<file path="src/rtl/audio_pkg.sv">
// Shared definitions for the tone-code audio path: tone codes, half-period
// table, counter width default and the IDLE/PLAY state encoding.
package audio_pkg;

  localparam int CNT_W_DEFAULT = 18;
  localparam int TABLE_W       = 18;

  localparam logic [3:0] TONE_OFF = 4'h0;
  localparam logic [3:0] TONE_C4  = 4'h1;
  localparam logic [3:0] TONE_CS4 = 4'h2;
  localparam logic [3:0] TONE_D4  = 4'h3;
  localparam logic [3:0] TONE_DS4 = 4'h4;
  localparam logic [3:0] TONE_E4  = 4'h5;
  localparam logic [3:0] TONE_F4  = 4'h6;
  localparam logic [3:0] TONE_FS4 = 4'h7;
  localparam logic [3:0] TONE_G4  = 4'h8;
  localparam logic [3:0] TONE_GS4 = 4'h9;
  localparam logic [3:0] TONE_A4  = 4'hA;
  localparam logic [3:0] TONE_AS4 = 4'hB;
  localparam logic [3:0] TONE_B4  = 4'hC;
  localparam logic [3:0] TONE_C5  = 4'hD;
  localparam logic [3:0] TONE_D5  = 4'hE;
  localparam logic [3:0] TONE_E5  = 4'hF;

  // Half-period in 100 MHz cycles; entry 0 (silence) is never used for timing.
  localparam logic [TABLE_W-1:0] HALF_PERIOD [16] = '{
    18'd0,
    18'd191113, 18'd180388, 18'd170265, 18'd160705, 18'd151685,
    18'd143172, 18'd135139, 18'd127551, 18'd120395, 18'd113636,
    18'd107259, 18'd101239, 18'd95557,  18'd85131,  18'd75843
  };

  typedef enum logic {
    IDLE = 1'b0,
    PLAY = 1'b1
  } state_t;

endpackage

</file>
<file path="src/rtl/tone_period_lut.sv">
// Combinational tone-code to half-period lookup with simulation scaling
// and a floor of 2 cycles.
import audio_pkg::*;

module tone_period_lut #(
  parameter int CNT_W       = CNT_W_DEFAULT,
  parameter int SCALE_SHIFT = 0
) (
  input  logic [3:0]       code,
  output logic [CNT_W-1:0] half_period
);

  logic [TABLE_W-1:0] scaled;

  always_comb begin
    scaled = HALF_PERIOD[code] >> SCALE_SHIFT;
    if (scaled < TABLE_W'(2)) begin
      half_period = CNT_W'(2);
    end else begin
      half_period = CNT_W'(scaled);
    end
  end

endmodule

</file>
<file path="src/rtl/tone_generator.sv">
// Square-wave tone generator; pitch changes and silencing only at full-period
// boundaries. Optional PWM volume control via macro TONE_GEN_VOLUME_EN.
import audio_pkg::*;

module tone_generator #(
  parameter int CNT_W       = CNT_W_DEFAULT,
  parameter int SCALE_SHIFT = 0
) (
  input  logic       CLK,
  input  logic       RST_N,
  input  logic [3:0] TONE,
`ifdef TONE_GEN_VOLUME_EN
  input  logic [2:0] VOLUME,
`endif
  output logic       AUDIO,
  output logic       ACTIVE,
  output logic [3:0] TONE_CUR
);

  state_t           state;
  logic [CNT_W-1:0] counter;
  logic [CNT_W-1:0] half_period;
  logic [CNT_W-1:0] terminal;
  logic             phase;

  tone_period_lut #(
    .CNT_W       (CNT_W),
    .SCALE_SHIFT (SCALE_SHIFT)
  ) u_lut (
    .code        (TONE_CUR),
    .half_period (half_period)
  );

  assign terminal = half_period - CNT_W'(1);

  // TONE is only looked at in IDLE and at the terminal count of the low phase.
  always_ff @(posedge CLK) begin
    if (!RST_N) begin
      state    <= IDLE;
      counter  <= '0;
      phase    <= 1'b0;
      ACTIVE   <= 1'b0;
      TONE_CUR <= TONE_OFF;
    end else begin
      case (state)
        IDLE: begin
          if (TONE != TONE_OFF) begin
            TONE_CUR <= TONE;
            counter  <= '0;
            phase    <= 1'b1;
            ACTIVE   <= 1'b1;
            state    <= PLAY;
          end
        end
        PLAY: begin
          if (counter == terminal) begin
            counter <= '0;
            if (phase) begin
              phase <= 1'b0;
            end else if (TONE == TONE_OFF) begin
              state    <= IDLE;
              ACTIVE   <= 1'b0;
              TONE_CUR <= TONE_OFF;
            end else begin
              TONE_CUR <= TONE;
              phase    <= 1'b1;
            end
          end else begin
            counter <= counter + CNT_W'(1);
          end
        end
        default: state <= IDLE;
      endcase
    end
  end

`ifdef TONE_GEN_VOLUME_EN
  logic [2:0] pwm_cnt;

  always_ff @(posedge CLK) begin
    if (!RST_N) begin
      pwm_cnt <= 3'd0;
    end else begin
      pwm_cnt <= pwm_cnt + 3'd1;
    end
  end

  assign AUDIO = phase & (pwm_cnt <= VOLUME);
`else
  assign AUDIO = phase;
`endif

endmodule

</file>
<file path="config.mk">
export PLATFORM = sky130hd
export DESIGN_NAME = tone_generator
export DESIGN_NICKNAME = d
export VERILOG_FILES = /design/src/rtl/audio_pkg.sv /design/src/rtl/tone_period_lut.sv /design/src/rtl/tone_generator.sv
export SDC_FILE = /design/constraint.sdc
export NUM_CORES = 1
export LEC_CHECK = 0
export ABC_AREA = 1
export BUFFER_PORTS_ARGS = -buffer_cell sky130_fd_sc_hd__buf_2
export CAP_MARGIN = 20
export CORE_AREA = 5 5 98 100
export CTS_CLUSTER_DIAMETER = 60
export DETAILED_ROUTE_END_ITERATION = 8
export DIE_AREA = 0 0 103 105
export GPL_TIMING_DRIVEN = 0
export PLACE_DENSITY = 0.53
export SLEW_MARGIN = 20
export SYNTH_ARGS = -nofsm -noshare
export SYNTH_HDL_FRONTEND = slang
export SYNTH_SLANG_ARGS = --single-unit
</file>
<file path="constraint.sdc">
create_clock -name CLK -period 5.6 [get_ports CLK]
set_input_delay 0.84 -clock CLK [delete_from_list [all_inputs] [get_ports CLK]]
set_output_delay 0.84 -clock CLK [all_outputs]
set_load 0.02 [all_outputs]
</file>
======== Word level (Yosys, flattened, before mapping) ========
Memories as Yosys holds them, arrays and structs flattened.
Cells that the tools add are included.
word-level totals
  bits in registers ....................... 25
  bits in read-only memories .............. 288
  memories ................................ 1
memories
  name             depth  bits a word  rd ports  clocked after memory_dff  wr ports  line                   source
  (no name shown)  16     18           1         0                         0         tone_period_lut.sv:16  scaled = HALF_PERIOD[code] >> SCALE_SHIFT;
cells by class
  add/subtract/negate cells ............... 2
  magnitude comparators ................... 2
  equality and inequality tests ........... 5
  mux-type cells .......................... 24
  bitwise gates (word level) .............. 2
  reduce and logical (&&, ||, !) cells .... 5
operators by type and width
  cell                     number
  $mux W18                 5
  $pmux W18 S2             1
  $add A18 B1 Y18 const B  1
  $eq A18 B18 Y1           1
  $lt A18 B2 Y1 const B    1
  $sub A18 B1 Y18 const B  1
  $mux W4                  4
  $mux W1                  10
  $pmux W4 S2              1
  $pmux W1 S2              3
  $ge A5 B5 Y1 const B     1
  $not A4 Y5               1
  $logic_not A4 Y1         1
  $ne A2 B1 Y1 const B     2
  $ne A2 B2 Y1 const B     2
  $reduce_and A4 Y1        1
  $reduce_bool A4 Y1       1
  $reduce_and A3 Y1        1
  $reduce_and A2 Y1        1
  $not A1 Y1               1

======== Longest topological paths before layout ========
  depth after elaboration ................. 10
  gate-level depth with buffers ........... 27
  mapped depth without buffers ............ 27

======== By module ========
From an unflattened synthesis, not the netlist that was laid out.
second synthesis, totals
  cells, all modules ...................... 458
  area, all modules ....................... 2601.2 um2
by module, submodules not included
  module           times used  cells each  area each (um2)  sequential area each (um2)
  tone_generator   1           340         2003.2           500.5
  tone_period_lut  1           118         598.1            0.0

======== Worst setup path after synthesis ========
OpenSTA, ideal clock, no wires.
  path type ............................... register to register
  start point ............................. register TONE_CUR[1]
  end point ............................... register counter[12]
  arrival ................................. 3.377 ns
  data required time ...................... 5.483 ns
  setup slack ............................. 2.106 ns
  stages on the path, launching flop included .. 25
  buffers on the path ..................... 1
  path through ............................ dfxtp_1 -> inv_1 -> ha_1 -> nand2_1 -> nand2_1 -> nand2_1 -> nand2_1 -> nor2_2 -> nand2_1 -> nor2_2 -> a21oi_1 -> ha_1 -> xor2_1 -> xor2_1 -> nor4_1 -> nand2_1 -> nor2_1 -> nand3_1 -> nor2_1 -> nand3_2 -> nand2_4 -> nand2_2 -> nand2_4 -> buf_8 -> nor2_2
on the way
  word-level cells in the longest chain between the ends .. 10
ends and longest elaborated chain
  item                                             line                   source
  start: declaration                               tone_generator.sv:17   output logic [3:0] TONE_CUR
  start signal: assignment                         tone_generator.sv:43   TONE_CUR <= TONE_OFF;
  start signal: assignment                         tone_generator.sv:48   TONE_CUR <= TONE;
  start signal: assignment                         tone_generator.sv:63   TONE_CUR <= TONE_OFF;
  $not A4 Y5 (not written as such) (*)             tone_period_lut.sv:16
  $mem_v2 Z16 W18 (*)                              n/a
  $mux W18 (not written as such) (*) (2 in a row)  tone_period_lut.sv:16
  $lt A18 B2 Y1                                    tone_period_lut.sv:17  if (scaled < TABLE_W'(2)) begin
  $mux W18 (*)                                     tone_period_lut.sv:17
  $sub A18 B1 Y18 (*)                              tone_generator.sv:34   assign terminal = half_period - CNT_W'(1);
  $eq A18 B18 Y1 (*)                               tone_generator.sv:56   if (counter == terminal) begin
  $mux W18 (*)                                     tone_generator.sv:56
  $pmux W18 S2 (*)                                 tone_generator.sv:45   case (state)
  end signal: assignment                           tone_generator.sv:69   counter <= counter + CNT_W'(1);
  end: declaration                                 tone_generator.sv:21   logic [CNT_W-1:0] counter;
Every way passes the cells marked *; elsewhere a longest branch is shown, timed or not. The select of a mux whose other input is x is not followed.
A chain may end at the register's enable or synchronous reset.

======== Worst setup path after layout ========
Ends and elaborated chain as after synthesis.

==> flow_results.xml <==
<?xml version="1.0" encoding="UTF-8"?>
<metrics>
  <group name="die">
    <metric name="initial_utilization" unit="%">29.1</metric>
    <metric name="die-area" unit="mm^2">0.0108</metric>
    <metric name="die_w" unit="um">103</metric>
    <metric name="dieHeight" unit="um">105</metric>
    <metric name="ios" unit="">12</metric>
    <metric name="rows" unit="">34</metric>
    <metric name="placeableCoreArea" unit="mm^2">0.00859</metric>
  </group>
  <group name="yosys">
    <metric name="synth_largest_type_area_fraction" unit="%">20.0</metric>
    <metric name="synth_most_common_cell" unit="">sky130_fd_sc_hd__nand2_1</metric>
    <metric name="yosys_warnings" unit="">0</metric>
    <metric name="synth-edff-count" unit="">0</metric>
    <metric name="yosysUniqueCellTypes" unit="">37</metric>
    <metric name="ys_async_sr_fraction" unit="%">0</metric>
    <metric name="synth_commonest_cells" unit="">sky130_fd_sc_hd__nand2_1 (122), sky130_fd_sc_hd__inv_1 (55), sky130_fd_sc_hd__nor2_1 (39)</metric>
    <metric name="synthesized_netlist_cell_count" unit="">413</metric>
    <metric name="synth-seq-area-share" unit="%">20.0</metric>
    <metric name="netlist_top_cells_area" unit="">sky130_fd_sc_hd__dfxtp_1 (20%), sky130_fd_sc_hd__nand2_1 (18%), sky130_fd_sc_hd__inv_1 (8.3%)</metric>
    <metric name="synthesis.nets" unit="">430</metric>
    <metric name="post-synth-top-area-cell" unit="">sky130_fd_sc_hd__dfxtp_1</metric>
    <metric name="postSynth.topFlopCell" unit="">sky130_fd_sc_hd__dfxtp_1</metric>
    <metric name="netlist_area" unit="mm^2">0.00250</metric>
    <metric name="synth.ff_latch_count" unit="">25</metric>
    <metric name="syn_area_per_cell" unit="um^2">6.05</metric>
  </group>
  <group name="clock_tree">
    <metric name="htreeDepth" unit="">1</metric>
    <metric name="cts.hold.buffers_added" unit="">0</metric>
    <metric name="clock_path_buffers" unit="">2</metric>
    <metric name="post-cts-setup-buffer-count" unit="">0</metric>
    <metric name="clock_insertion_delay_worst_skew" unit="ns">0.28</metric>
    <metric name="cts_resized" unit="">0</metric>
    <metric name="clk_root_buffer_cell" unit="">sky130_fd_sc_hd__clkbuf_8</metric>
    <metric name="tritoncts" unit="">yes</metric>
    <metric name="clk_pin_slew" unit="ns">0.10</metric>
    <metric name="number_of_cts_inserted_buffers" unit="">3</metric>
    <metric name="cts.sinks" unit="">25</metric>
  </group>
  <group name="sta">
    <metric name="slew_headroom" unit="%">66.7</metric>
    <metric name="max_freq" unit="MHz">251</metric>
    <metric name="setup_repair_after_global_routing_missed_its_margin" unit="">no</metric>
    <metric name="layout_min_cycle_time" unit="ns">3.98</metric>
    <metric name="finalMaxSlewViolations" unit="">0</metric>
    <metric name="timing.final.ws_setup" unit="ns">1.62</metric>
    <metric name="timing.final.crit_share" unit="%">71.1</metric>
    <metric name="setup-violations-final" unit="">0</metric>
    <metric name="fin_worst_skew" unit="ns">0.00474</metric>
    <metric name="final.setup.tns" unit="ns">0</metric>
    <metric name="max_slew.worst_pin.slew" unit="ns">0.495</metric>
    <metric name="whs" unit="ns">0.463</metric>
    <metric name="finalHoldViolCount" unit="">0</metric>
  </group>
  <group name="power_and_ir_drop">
    <metric name="cellPowerDensity" unit="mW/mm^2">208</metric>
    <metric name="p_sw" unit="mW">0.246</metric>
    <metric name="sw_ratio" unit="%">43.2</metric>
    <metric name="totalPowerFinal" unit="mW">0.569</metric>
    <metric name="power_frac_comb" unit="%">45.6</metric>
    <metric name="seq_power_share" unit="%">33.4</metric>
    <metric name="peak_vdd_ir" unit="mV">0.0993</metric>
    <metric name="p_int" unit="mW">0.323</metric>
    <metric name="power.leakage" unit="nW">1.31</metric>
    <metric name="clock_power_share" unit="%">21.0</metric>
  </group>
  <group name="detailed_routing">
    <metric name="drt_first_pass_iters" unit="">5</metric>
    <metric name="route.detailed.drc" unit="">0</metric>
    <metric name="via_per_inst" unit="">4.71</metric>
    <metric name="dr.first_iter.drc_count" unit="">130</metric>
    <metric name="wirelength" unit="mm">6.32</metric>
    <metric name="post_drt_wl_per_cell" unit="um">11.8</metric>
    <metric name="ant_nets" unit="">0</metric>
    <metric name="via_count" unit="">2520</metric>
  </group>
  <group name="global_routing">
    <metric name="grt_pass1_wl" unit="mm">10.6</metric>
    <metric name="grt_overflow_total" unit="">0</metric>
    <metric name="global_route.usage.met1" unit="%">16.6</metric>
    <metric name="grt_max_degree" unit="">16</metric>
    <metric name="grt.met3_usage" unit="%">1.40</metric>
    <metric name="groute.usage.overall" unit="%">12.2</metric>
    <metric name="grt.met2_usage" unit="%">19.6</metric>
    <metric name="number_of_global_route_vias_before_repair" unit="">2290</metric>
    <metric name="grt.busiest_layer" unit="">met2</metric>
    <metric name="initial_antenna_violation_count" unit="">0</metric>
  </group>
  <group name="outcome">
    <metric name="outcome" unit="">finished, final reports clean</metric>
  </group>
  <group name="final_layout">
    <metric name="post_layout_nonfiller_instances" unit="">535</metric>
    <metric name="drive_above_1_share" unit="%">13.3</metric>
    <metric name="num_antenna_cells" unit="">0</metric>
    <metric name="finish.instance_area" unit="mm^2">0.00273</metric>
    <metric name="final_nets" unit="">445</metric>
    <metric name="fin_util" unit="%">31.8</metric>
    <metric name="area_growth" unit="%">9.36</metric>
  </group>
  <group name="worst_setup_path">
    <metric name="critical-path-top-cell-by-count" unit="">sky130_fd_sc_hd__nand2_1</metric>
    <metric name="worst-path-buf-inv" unit="">2</metric>
    <metric name="worst_path_dominant_cell_family" unit="">simple AND/OR/NAND/NOR gates</metric>
    <metric name="worst_setup_path_start_kind" unit="">flip-flop</metric>
    <metric name="cp.arrival" unit="ns">4.17</metric>
    <metric name="worst_ep_required_time" unit="ns">5.79</metric>
    <metric name="end_kind" unit="">flip-flop</metric>
    <metric name="critical_path.max_stage_delay" unit="ns">0.52</metric>
    <metric name="worstPathCellList" unit="">inv_1 &gt; ha_1 &gt; nand2_1 &gt; nand2_1 &gt; nand2_1 &gt; nand2_1 &gt; nor2_2 &gt; nand2_1 &gt; nor2_2 &gt; a21oi_1 &gt; ha_1 &gt; xor2_1 &gt; xor2_1 &gt; nor4_1 &gt; nand2_1 &gt; nor2_1 &gt; nand3_1 &gt; nor2_1 &gt; nand3_2 &gt; nand2_4 &gt; nand2_2 &gt; nand2_4 &gt; buf_8 &gt; nor2_2</metric>
    <metric name="worstSetupPathType" unit="">reg2reg</metric>
    <metric name="worst_path_slowest_cell" unit="">sky130_fd_sc_hd__dfxtp_1</metric>
    <metric name="worst-path-max-fanout" unit="">10</metric>
  </group>
  <group name="place">
    <metric name="post-place-ws" unit="ns">1.61</metric>
    <metric name="portBuffers" unit="">10</metric>
    <metric name="place.detailed.hpwl" unit="mm">5.20</metric>
    <metric name="finalWeightedCongestion" unit="">0.863</metric>
    <metric name="post-place-cells" unit="">531</metric>
    <metric name="placed_area" unit="mm^2">0.00269</metric>
  </group>
  <group name="run">
    <metric name="timing.max_cap.violations" unit="">0</metric>
  </group>
  <group name="hold_path">
    <metric name="timing.hold.worst.class" unit="">reg2reg</metric>
  </group>
</metrics>
==> cell type report <==
type | instances | area (um^2)
inverter | 62 | 236
tap | 108 | 135
buffer | 9 | 80.1
timing repair buffer | 10 | 50.0
sequential | 25 | 500
multi-input combinational | 317 | 1680
clock buffer | 3 | 41.3
clock inverter | 1 | 7.51
fill | 1017 | 5860
==> path summary, 6_finish.rpt <==
path,depth (start not counted),start,end,slack [ns]
max,24,TONE_CUR[1],counter[12],1.62
min,2,ACTIVE,ACTIVE,0.46
max reg2reg,24,TONE_CUR[1],counter[12],1.62
min reg2reg,2,ACTIVE,ACTIVE,0.46
==> cells in the final DEF, fill, tap and decap left out, types with 2 or more instances in the layout <==
cell type	netlist	routed
sky130_fd_sc_hd__a21oi_1	10	10
sky130_fd_sc_hd__buf_2	1	11
sky130_fd_sc_hd__buf_4	3	3
sky130_fd_sc_hd__buf_6	3	3
sky130_fd_sc_hd__clkbuf_8	0	3
sky130_fd_sc_hd__dfxtp_1	25	25
sky130_fd_sc_hd__ha_1	11	11
sky130_fd_sc_hd__inv_1	55	55
sky130_fd_sc_hd__inv_2	4	4
sky130_fd_sc_hd__nand2_1	122	122
sky130_fd_sc_hd__nand2_2	7	7
sky130_fd_sc_hd__nand2_4	3	3
sky130_fd_sc_hd__nand3_1	38	38
sky130_fd_sc_hd__nand3_2	2	2
sky130_fd_sc_hd__nand3b_1	2	2
sky130_fd_sc_hd__nand4_1	11	11
sky130_fd_sc_hd__nor2_1	39	39
sky130_fd_sc_hd__nor2_2	13	13
sky130_fd_sc_hd__nor3_1	7	7
sky130_fd_sc_hd__nor4_1	3	3
sky130_fd_sc_hd__o21ai_0	13	13
sky130_fd_sc_hd__xnor2_1	6	6
sky130_fd_sc_hd__xor2_1	20	20
==> flip-flops by register name (all words and copies together) (netlist names) <==
| signal | count |
|---|---|
| AUDIO | 1 |
| counter | 18 |
| TONE_CUR | 4 |
| state | 1 |
| ACTIVE | 1 |
==> tightest hold or removal path, stage by stage, from the launching register on <==
cell                      delay (ns)
sky130_fd_sc_hd__dfxtp_1        0.32
sky130_fd_sc_hd__nand2_1        0.06
sky130_fd_sc_hd__a21oi_1        0.05
==> power by group through the flow <==
| stage | registers, mW | clock network, mW | logic, mW |
|---|---|---|---|
| floorplan | 0.197 | 0 | 0.201 |
| detailed placement | 0.194 | 0 | 0.258 |
| CTS | 0.190 | 0.126 | 0.260 |
| finish | 0.190 | 0.120 | 0.259 |
| global placement | 0.194 | 0 | 0.257 |
| global route | 0.192 | 0.134 | 0.294 |
==> logic make-up (layout without fill, tap and decap cells) <==
group | count (synthesis) | count (layout) | synth area share (%)
buffers and inverters | 71 | 85 | 12.7
AO/OA/AOI/OAI | 26 | 26 | 5.36
XOR/XNOR | 26 | 26 | 9.11
adder cells (fa/ha/maj) | 11 | 11 | 5.51
flip-flops | 25 | 25 | 20.0
AND/OR/NAND/NOR | 254 | 254 | 47.3
==> metal layers <==
metal / share of wire, % / vias to the layer above
met5: 0 / -
met4: 2.0 / 0
met3: 3.5 / 11
met2: 46 / 63
met1: 48 / 1123
li1: - / 1323
Note: power is estimated with default switching activity, not from simulation.
